[src/rtl/main_fsm_pkg.sv]
// Shared encodings for the multicycle RISC-V main controller: states, ALUOp,
// opcodes, datapath select values and the immediate-format decode.
package main_fsm_pkg;

    typedef enum logic [3:0] {
        S_FETCH    = 4'd0,
        S_DECODE   = 4'd1,
        S_MEMADR   = 4'd2,
        S_MEMREAD  = 4'd3,
        S_MEMWB    = 4'd4,
        S_MEMWRITE = 4'd5,
        S_EXECUTER = 4'd6,
        S_EXECUTEI = 4'd7,
        S_ALUWB    = 4'd8,
        S_BEQ      = 4'd9,
        S_JAL      = 4'd10
    } state_t;

    typedef enum logic [1:0] {
        ALUOP_ADD   = 2'b00,
        ALUOP_SUB   = 2'b01,
        ALUOP_FUNCT = 2'b10
    } aluop_t;

    localparam logic [6:0] OP_LW    = 7'b0000011;
    localparam logic [6:0] OP_SW    = 7'b0100011;
    localparam logic [6:0] OP_RTYPE = 7'b0110011;
    localparam logic [6:0] OP_ITYPE = 7'b0010011;
    localparam logic [6:0] OP_BEQ   = 7'b1100011;
    localparam logic [6:0] OP_JAL   = 7'b1101111;

    localparam logic       ADR_PC     = 1'b0;
    localparam logic       ADR_ALUOUT = 1'b1;

    localparam logic [1:0] RES_ALUOUT    = 2'b00;
    localparam logic [1:0] RES_DATA      = 2'b01;
    localparam logic [1:0] RES_ALURESULT = 2'b10;

    localparam logic [1:0] SRCA_PC    = 2'b00;
    localparam logic [1:0] SRCA_OLDPC = 2'b01;
    localparam logic [1:0] SRCA_A     = 2'b10;

    localparam logic [1:0] SRCB_WD   = 2'b00;
    localparam logic [1:0] SRCB_IMM  = 2'b01;
    localparam logic [1:0] SRCB_FOUR = 2'b10;

    localparam logic [1:0] IMM_I = 2'b00;
    localparam logic [1:0] IMM_S = 2'b01;
    localparam logic [1:0] IMM_B = 2'b10;
    localparam logic [1:0] IMM_J = 2'b11;

    localparam logic [2:0] ALU_ADD = 3'b000;
    localparam logic [2:0] ALU_SUB = 3'b001;
    localparam logic [2:0] ALU_AND = 3'b010;
    localparam logic [2:0] ALU_OR  = 3'b011;
    localparam logic [2:0] ALU_SLT = 3'b101;

    typedef struct packed {
        logic       pc_update;
        logic       branch;
        logic       adr_src;
        logic       mem_write;
        logic       ir_write;
        logic [1:0] result_src;
        logic [1:0] alu_src_a;
        logic [1:0] alu_src_b;
        logic       reg_write;
        aluop_t     alu_op;
    } ctrl_t;

    localparam ctrl_t CTRL_IDLE = '{
        pc_update:  1'b0,
        branch:     1'b0,
        adr_src:    ADR_PC,
        mem_write:  1'b0,
        ir_write:   1'b0,
        result_src: RES_ALUOUT,
        alu_src_a:  SRCA_PC,
        alu_src_b:  SRCB_WD,
        reg_write:  1'b0,
        alu_op:     ALUOP_ADD
    };

    function automatic logic [1:0] imm_src_of(input logic [6:0] op);
        logic [1:0] imm;
        case (op)
            OP_SW:   imm = IMM_S;
            OP_BEQ:  imm = IMM_B;
            OP_JAL:  imm = IMM_J;
            default: imm = IMM_I;
        endcase
        return imm;
    endfunction

endpackage

[src/rtl/main_fsm_alu_decoder.sv]
// ALU control decode: maps ALUOp plus funct3/funct7b5/op[5] to the ALU operation.
module alu_decoder
    import main_fsm_pkg::*;
(
    input  aluop_t     alu_op,
    input  logic [2:0] funct3,
    input  logic       op5,
    input  logic       funct7b5,
    output logic [2:0] alu_control
);

    // Only R-type (op[5]=1) with funct7b5 selects subtract; addi never does.
    always_comb begin
        alu_control = ALU_ADD;
        case (alu_op)
            ALUOP_ADD: alu_control = ALU_ADD;
            ALUOP_SUB: alu_control = ALU_SUB;
            ALUOP_FUNCT: begin
                case (funct3)
                    3'b000:  alu_control = (op5 && funct7b5) ? ALU_SUB : ALU_ADD;
                    3'b010:  alu_control = ALU_SLT;
                    3'b110:  alu_control = ALU_OR;
                    3'b111:  alu_control = ALU_AND;
                    default: alu_control = ALU_ADD;
                endcase
            end
            default: alu_control = ALU_ADD;
        endcase
    end

endmodule

[src/rtl/main_fsm.sv]
// Multicycle RISC-V main controller: state register, next-state logic and
// Moore control decode; pc_write, imm_src and alu_control also see the inputs.
module main_fsm
    import main_fsm_pkg::*;
(
    input  logic       clk,
    input  logic       rst_n,
    input  logic [6:0] op,
    input  logic [2:0] funct3,
    input  logic       funct7b5,
    input  logic       zero,
    output logic       pc_write,
    output logic       adr_src,
    output logic       mem_write,
    output logic       ir_write,
    output logic [1:0] result_src,
    output logic [1:0] alu_src_a,
    output logic [1:0] alu_src_b,
    output logic       reg_write,
    output logic [1:0] imm_src,
    output logic [2:0] alu_control,
    output logic       illegal_instr
);

    state_t state_r;
    state_t next_state_s;
    ctrl_t  ctrl_s;
    logic   op_supported_s;

    // State register with synchronous active-low reset
    always_ff @(posedge clk) begin
        if (!rst_n) begin
            state_r <= S_FETCH;
        end else begin
            state_r <= next_state_s;
        end
    end

    // Next-state logic
    always_comb begin
        next_state_s = S_FETCH;
        case (state_r)
            S_FETCH: next_state_s = S_DECODE;
            S_DECODE: begin
                case (op)
                    OP_LW, OP_SW: next_state_s = S_MEMADR;
                    OP_RTYPE:     next_state_s = S_EXECUTER;
                    OP_ITYPE:     next_state_s = S_EXECUTEI;
                    OP_BEQ:       next_state_s = S_BEQ;
                    OP_JAL:       next_state_s = S_JAL;
                    default:      next_state_s = S_FETCH;
                endcase
            end
            S_MEMADR:   next_state_s = (op == OP_LW) ? S_MEMREAD : S_MEMWRITE;
            S_MEMREAD:  next_state_s = S_MEMWB;
            S_EXECUTER: next_state_s = S_ALUWB;
            S_EXECUTEI: next_state_s = S_ALUWB;
            S_JAL:      next_state_s = S_ALUWB;
            default:    next_state_s = S_FETCH;
        endcase
    end

    // Moore control decode; everything is held idle while rst_n is low
    always_comb begin
        ctrl_s = CTRL_IDLE;
        if (!rst_n) begin
            ctrl_s = CTRL_IDLE;
        end else begin
            case (state_r)
                S_FETCH: begin
                    ctrl_s.adr_src    = ADR_PC;
                    ctrl_s.ir_write   = 1'b1;
                    ctrl_s.alu_src_a  = SRCA_PC;
                    ctrl_s.alu_src_b  = SRCB_FOUR;
                    ctrl_s.result_src = RES_ALURESULT;
                    ctrl_s.pc_update  = 1'b1;
                end
                S_DECODE: begin
                    ctrl_s.alu_src_a = SRCA_OLDPC;
                    ctrl_s.alu_src_b = SRCB_IMM;
                end
                S_MEMADR: begin
                    ctrl_s.alu_src_a = SRCA_A;
                    ctrl_s.alu_src_b = SRCB_IMM;
                end
                S_MEMREAD: begin
                    ctrl_s.result_src = RES_ALUOUT;
                    ctrl_s.adr_src    = ADR_ALUOUT;
                end
                S_MEMWRITE: begin
                    ctrl_s.result_src = RES_ALUOUT;
                    ctrl_s.adr_src    = ADR_ALUOUT;
                    ctrl_s.mem_write  = 1'b1;
                end
                S_MEMWB: begin
                    ctrl_s.result_src = RES_DATA;
                    ctrl_s.reg_write  = 1'b1;
                end
                S_EXECUTER: begin
                    ctrl_s.alu_src_a = SRCA_A;
                    ctrl_s.alu_src_b = SRCB_WD;
                    ctrl_s.alu_op    = ALUOP_FUNCT;
                end
                S_EXECUTEI: begin
                    ctrl_s.alu_src_a = SRCA_A;
                    ctrl_s.alu_src_b = SRCB_IMM;
                    ctrl_s.alu_op    = ALUOP_FUNCT;
                end
                S_ALUWB: begin
                    ctrl_s.result_src = RES_ALUOUT;
                    ctrl_s.reg_write  = 1'b1;
                end
                S_BEQ: begin
                    ctrl_s.alu_src_a  = SRCA_A;
                    ctrl_s.alu_src_b  = SRCB_WD;
                    ctrl_s.alu_op     = ALUOP_SUB;
                    ctrl_s.result_src = RES_ALUOUT;
                    ctrl_s.branch     = 1'b1;
                end
                S_JAL: begin
                    ctrl_s.alu_src_a  = SRCA_OLDPC;
                    ctrl_s.alu_src_b  = SRCB_FOUR;
                    ctrl_s.result_src = RES_ALUOUT;
                    ctrl_s.pc_update  = 1'b1;
                end
                default: ctrl_s = CTRL_IDLE;
            endcase
        end
    end

    // Opcode legality check used for the DECODE-cycle illegal pulse
    always_comb begin
        op_supported_s = 1'b0;
        case (op)
            OP_LW, OP_SW, OP_RTYPE, OP_ITYPE, OP_BEQ, OP_JAL: op_supported_s = 1'b1;
            default:                                          op_supported_s = 1'b0;
        endcase
    end

    alu_decoder u_alu_decoder (
        .alu_op      (ctrl_s.alu_op),
        .funct3      (funct3),
        .op5         (op[5]),
        .funct7b5    (funct7b5),
        .alu_control (alu_control)
    );

    assign pc_write      = ctrl_s.pc_update | (ctrl_s.branch & zero);
    assign adr_src       = ctrl_s.adr_src;
    assign mem_write     = ctrl_s.mem_write;
    assign ir_write      = ctrl_s.ir_write;
    assign result_src    = ctrl_s.result_src;
    assign alu_src_a     = ctrl_s.alu_src_a;
    assign alu_src_b     = ctrl_s.alu_src_b;
    assign reg_write     = ctrl_s.reg_write;
    assign imm_src       = rst_n ? imm_src_of(op) : IMM_I;
    assign illegal_instr = rst_n && (state_r == S_DECODE) && !op_supported_s;

endmodule

[config.mk]
export PLATFORM = sky130hd
export DESIGN_NAME = main_fsm
export DESIGN_NICKNAME = d
export VERILOG_FILES = /design/src/rtl/main_fsm_pkg.sv /design/src/rtl/main_fsm_alu_decoder.sv /design/src/rtl/main_fsm.sv
export SDC_FILE = /design/constraint.sdc
export NUM_CORES = 1
export LEC_CHECK = 0
export CORE_MARGIN = 8
export CORE_UTILIZATION = 25
export DETAILED_ROUTE_END_ITERATION = 8
export SYNTH_ARGS = -nofsm -noshare
export SYNTH_HDL_FRONTEND = slang
export SYNTH_SLANG_ARGS = --single-unit
[constraint.sdc]
create_clock -name clk -period 2.13 [get_ports clk]
set_input_delay 0.5325 -clock clk [delete_from_list [all_inputs] [get_ports clk]]
set_output_delay 0.5325 -clock clk [all_outputs]
set_load 0.02 [all_outputs]
==> reports/summary.json, run 1 <==
{
  "clocking": {
    "cts_made_buffers": 3,
    "tritoncts": "built",
    "clkSlewWorstSetupHoldPaths_ns": 0.04,
    "cts.sink_count": 4,
    "htree_num_levels": 1,
    "clock_tree.root_cell": "sky130_fd_sc_hd__clkbuf_4",
    "max-clock-path-buffers": 2,
    "clk-insertion-delay-late_ns": 0.23
  },
  "hold_path": {
    "min-delay-path-class": "in -> reg"
  },
  "power_and_ir_drop": {
    "cellPowerDensity_nw_per_um2": 250.4,
    "static_leak_nw": 0.5931,
    "ir_worst_vdd_mv": 0.1608,
    "fin_total_pwr_mw": 0.3284
  },
  "synthesis": {
    "postSynthRegisterBits": 4,
    "ys_seq_area_share_pct": 12.88,
    "synthDominantAreaCellType": "sky130_fd_sc_hd__dfxtp_1",
    "synthesis.area_per_instance_um2": 7.066,
    "synth_top_cells_by_area": "sky130_fd_sc_hd__dfxtp_1 13%, sky130_fd_sc_hd__xnor2_1 5.6%, sky130_fd_sc_hd__nor2b_1 5.0%, sky130_fd_sc_hd__nor2_1 4.8%, sky130_fd_sc_hd__ha_1 4.0%",
    "synth_fp_nets": 104,
    "synthesis.yosys.warnings": 0,
    "postSynthCellCount": 88,
    "synth.distinct_cells": 38,
    "synth_area_um2": 621.8,
    "synth_largest_type_area_fraction_pct": 12.88
  },
  "detailed_routing": {
    "met2_length_um": 1292,
    "routed_wl_um": 2440,
    "drt_pass1_iterations": 3,
    "drtAntennaViolNets": 0,
    "wl_per_cell_um": 13.19,
    "drc_errors": 0,
    "detail_route.iter0.violations": 12,
    "route.vias.total": 886,
    "met1_length_um": 988,
    "avg_vias_per_cell": 4.789,
    "dr_top_layer": "met4",
    "met3WireLength_um": 114
  },
  "global_routing": {
    "grt_overflow": 0,
    "grt_pass1_vias": 871,
    "grtUsageTotal_pct": 11.18,
    "grt_antenna_before_repair": 0,
    "grt_max_degree": 16,
    "grt_pass1_wl_um": 3891
  },
  "floorplan": {
    "die-area_um2": 4340,
    "fp.dieW_um": 65.88,
    "design.core.area_um2": 2410,
    "chipHeight_um": 65.88,
    "placementRows": 18,
    "io_pins": 31,
    "initial_utilization_pct": 25.80
  },
  "sta": {
    "fmax_ghz": 0.4570,
    "postLayoutSetupSlackWorst_ns": -0.05812,
    "period_minus_slack_ns": 2.188,
    "rsz_0062_raised_after_global_routing": "yes",
    "finalSetupViolations": 2,
    "timing.final.max_slew_violations": 0,
    "finalCritPeriodShare_pct": 102.7,
    "slew_headroom_pct": 84.17,
    "final_report_hold_violation_count": 0,
    "fin_skew_ns": 0.0005761,
    "worst_slew_pin_slew_ns": 0.2341
  },
  "job": {
    "max_cap_violation_count": 0
  },
  "setup_path": {
    "crit_family": "simple AND/OR/NAND/NOR gates",
    "timing.critical_path.slowest_cell_delay_ns": 0.25,
    "crit_arrival_ns": 1.66,
    "worstPathBufferInverterCount": 2,
    "worst_reg_to_reg_cells": 5,
    "cell_by_cell_listing_of_the_critical_path": "buf_8, or2b_1, or2_1, ha_4, nor2b_1, o21ai_1, a21oi_2, buf_6",
    "critical_path_destination": "alu_control[0]",
    "timing.reg2reg.setup_slack_ns": 0.57,
    "setup.worst_path.end_class": "output port",
    "rr_endpoint": "state_r[2]$_SDFF_PN0_",
    "crit_cells": 8,
    "worstSetupStartpoint": "rst_n",
    "cp_slowest_cell": "sky130_fd_sc_hd__or2_1",
    "critical_path.startpoint_type": "input port",
    "timing_worst_setup_path_type": "in -> out",
    "reg2reg_from": "state_r[3]$_SDFF_PN0_",
    "cp_max_fo": 4,
    "timing.critical_path.required_ns": 1.60
  },
  "place": {
    "port_buffers": 30,
    "placedCellCount": 178,
    "hpwlAfterDp_um": 1954,
    "routabilityCongestion": 0.8047
  },
  "cells_and_area": {
    "final.fill_count": 213,
    "antennaDiodeCount": 0,
    "area_growth_pct": 110.9,
    "layoutNonFillerInstCount": 185,
    "largest-register": "state_r",
    "postLayoutCoreUtil_pct": 54.41,
    "largestRegisters": "state_r: 4 flops",
    "nets": 173,
    "layout_commonest_cell": "sky130_fd_sc_hd__buf_4",
    "largest_reg_flops": 4,
    "drive_gt1_share_pct": 50.97,
    "layout_common_cells": "39 x sky130_fd_sc_hd__buf_4, 8 x sky130_fd_sc_hd__dlygate4sd2_1, 7 x sky130_fd_sc_hd__nor2_1, 6 x sky130_fd_sc_hd__buf_6, 5 x sky130_fd_sc_hd__clkdlybuf4s50_1"
  },
  "status": {
    "status": "finished, violations left",
    "violations": "setup timing"
  }
}
[what timing repair did]
action | in CTS | in global routing
endpoints found under the setup margin | 17 | 14
buffers inserted | 0 | 4
endpoints found under the hold margin | 0 | 0
gates resized for setup | 89 | 22
hold buffers | 0 | 0
pin swaps | 8 | 7
[layer usage]
metal / vias to the layer above / global-route usage (%)
met5: - / 0
met4: 0 / 5.450
met3: 4 / 2.881
met2: 17 / 19.98
met1: 408 / 11.84
li1: 457 / -
[how the worst min path moves through the flow]
| stage | endpoint | from | slack (ns) | depth (start not counted) |
|---|---|---|---|---|
| 6_report | state_r[1]$_SDFF_PN0_ | rst_n | 0.71 | 4 |
| 5_1_grt | state_r[1]$_SDFF_PN0_ | rst_n | 0.71 | 4 |
| 4_1_cts | state_r[3]$_SDFF_PN0_ | state_r[1]$_SDFF_PN0_ | 0.70 | 3 |
| 3_3_place_gp | state_r[3]$_SDFF_PN0_ | state_r[1]$_SDFF_PN0_ | 0.68 | 3 |
| 2_1_floorplan | state_r[2]$_SDFF_PN0_ | state_r[0]$_SDFF_PN0_ | 0.59 | 3 |
| 3_5_place_dp | state_r[3]$_SDFF_PN0_ | state_r[1]$_SDFF_PN0_ | 0.69 | 3 |
[worst reg2reg max path, stage by stage (launching register included)]
cell	delay (ns)
sky130_fd_sc_hd__dfxtp_1	0.35
sky130_fd_sc_hd__buf_4	0.19
sky130_fd_sc_hd__nand2b_4	0.15
sky130_fd_sc_hd__buf_4	0.13
sky130_fd_sc_hd__or4_1	0.49
sky130_fd_sc_hd__a22oi_1	0.17
[report_power, final]
part,leakage (nW),internal (mW),total [mW],switching [mW]
clock network,0.0138,0.0630,0.0941,0.0311
logic,0.546,0.0870,0.155,0.0682
registers,0.0333,0.0775,0.0791,0.00156
[through the flow]
step           instance area [um2]  worst slack (ns)  setup TNS (ns)  hold slack, ns
2_1_floorplan                630.6          -0.07037        -0.07037          0.5920
3_3_place_gp                  1204            -1.023          -10.78          0.6814
3_5_place_dp                  1204            -1.095          -11.19          0.6944
4_1_cts                       1264          -0.05948         -0.1147          0.7050
5_1_grt                       1311           -0.1319         -0.2297          0.7084
6_report                      1311          -0.05812         -0.1034          0.7060
[synthesized netlist by cell type]
library cell / n
sky130_fd_sc_hd__or2_1: 1
sky130_fd_sc_hd__mux2i_1: 1
sky130_fd_sc_hd__nand4bb_1: 1
sky130_fd_sc_hd__nor3b_1: 3
sky130_fd_sc_hd__nor2b_1: 5
sky130_fd_sc_hd__nor3_1: 5
sky130_fd_sc_hd__or2_2: 1
sky130_fd_sc_hd__nand2_1: 6
sky130_fd_sc_hd__xnor2_1: 4
sky130_fd_sc_hd__nor4b_2: 1
sky130_fd_sc_hd__or3b_2: 1
sky130_fd_sc_hd__buf_4: 1
sky130_fd_sc_hd__or4_1: 1
sky130_fd_sc_hd__a21oi_1: 4
sky130_fd_sc_hd__a211oi_1: 2
sky130_fd_sc_hd__nor4_1: 2
sky130_fd_sc_hd__and3_1: 1
sky130_fd_sc_hd__a32oi_1: 2
sky130_fd_sc_hd__buf_2: 4
sky130_fd_sc_hd__nand3_1: 1
sky130_fd_sc_hd__nand2b_4: 1
sky130_fd_sc_hd__and3b_1: 2
sky130_fd_sc_hd__or2b_1: 1
sky130_fd_sc_hd__nand3b_1: 3
sky130_fd_sc_hd__dfxtp_1: 4
sky130_fd_sc_hd__nand2b_1: 2
sky130_fd_sc_hd__ha_1: 2
sky130_fd_sc_hd__a22oi_1: 1
sky130_fd_sc_hd__nand4_1: 3
sky130_fd_sc_hd__o2111ai_1: 1
sky130_fd_sc_hd__o21ai_0: 3
sky130_fd_sc_hd__o22a_1: 1
sky130_fd_sc_hd__nor4b_1: 1
sky130_fd_sc_hd__inv_1: 4
sky130_fd_sc_hd__o22ai_1: 1
sky130_fd_sc_hd__and2_1: 2
sky130_fd_sc_hd__or3_1: 1
sky130_fd_sc_hd__nor2_1: 8
[final cells by class]
class / instances / area [um2] / share of cell area, %
clock buffers: 3 / 22.52 / 1.718
inverters: 4 / 15.01 / 1.145
multi-input cells: 75 / 590.6 / 45.04
flip-flops and latches: 4 / 82.58 / 6.298
well taps: 30 / 37.54 / 2.863
repair buffers: 69 / 563.0 / 42.94
[kinds of logic after synthesis]
kind of cell	share of synthesized area (%)
AOI/OAI and AO/OA	15.90
muxes	1.610
adders and majority gates	4.024
and+or+nand+nor	53.12
buffers and inverters	6.841
xor gates and xnor gates	5.633
DFF	12.88
Power figures use the tool's default switching activity.
==> run 2, diff against run 1 <==
--- a/config.mk
+++ b/config.mk
@@ -7,6 +7,7 @@
 export LEC_CHECK = 0
 export CORE_MARGIN = 8
 export CORE_UTILIZATION = 25
+export CTS_CLUSTER_DIAMETER = 30
 export DETAILED_ROUTE_END_ITERATION = 8
 export SYNTH_ARGS = -nofsm -noshare
 export SYNTH_HDL_FRONTEND = slang
==> results of run 2 <==
Final layout, timing and power as in run 1 (identical DEF).
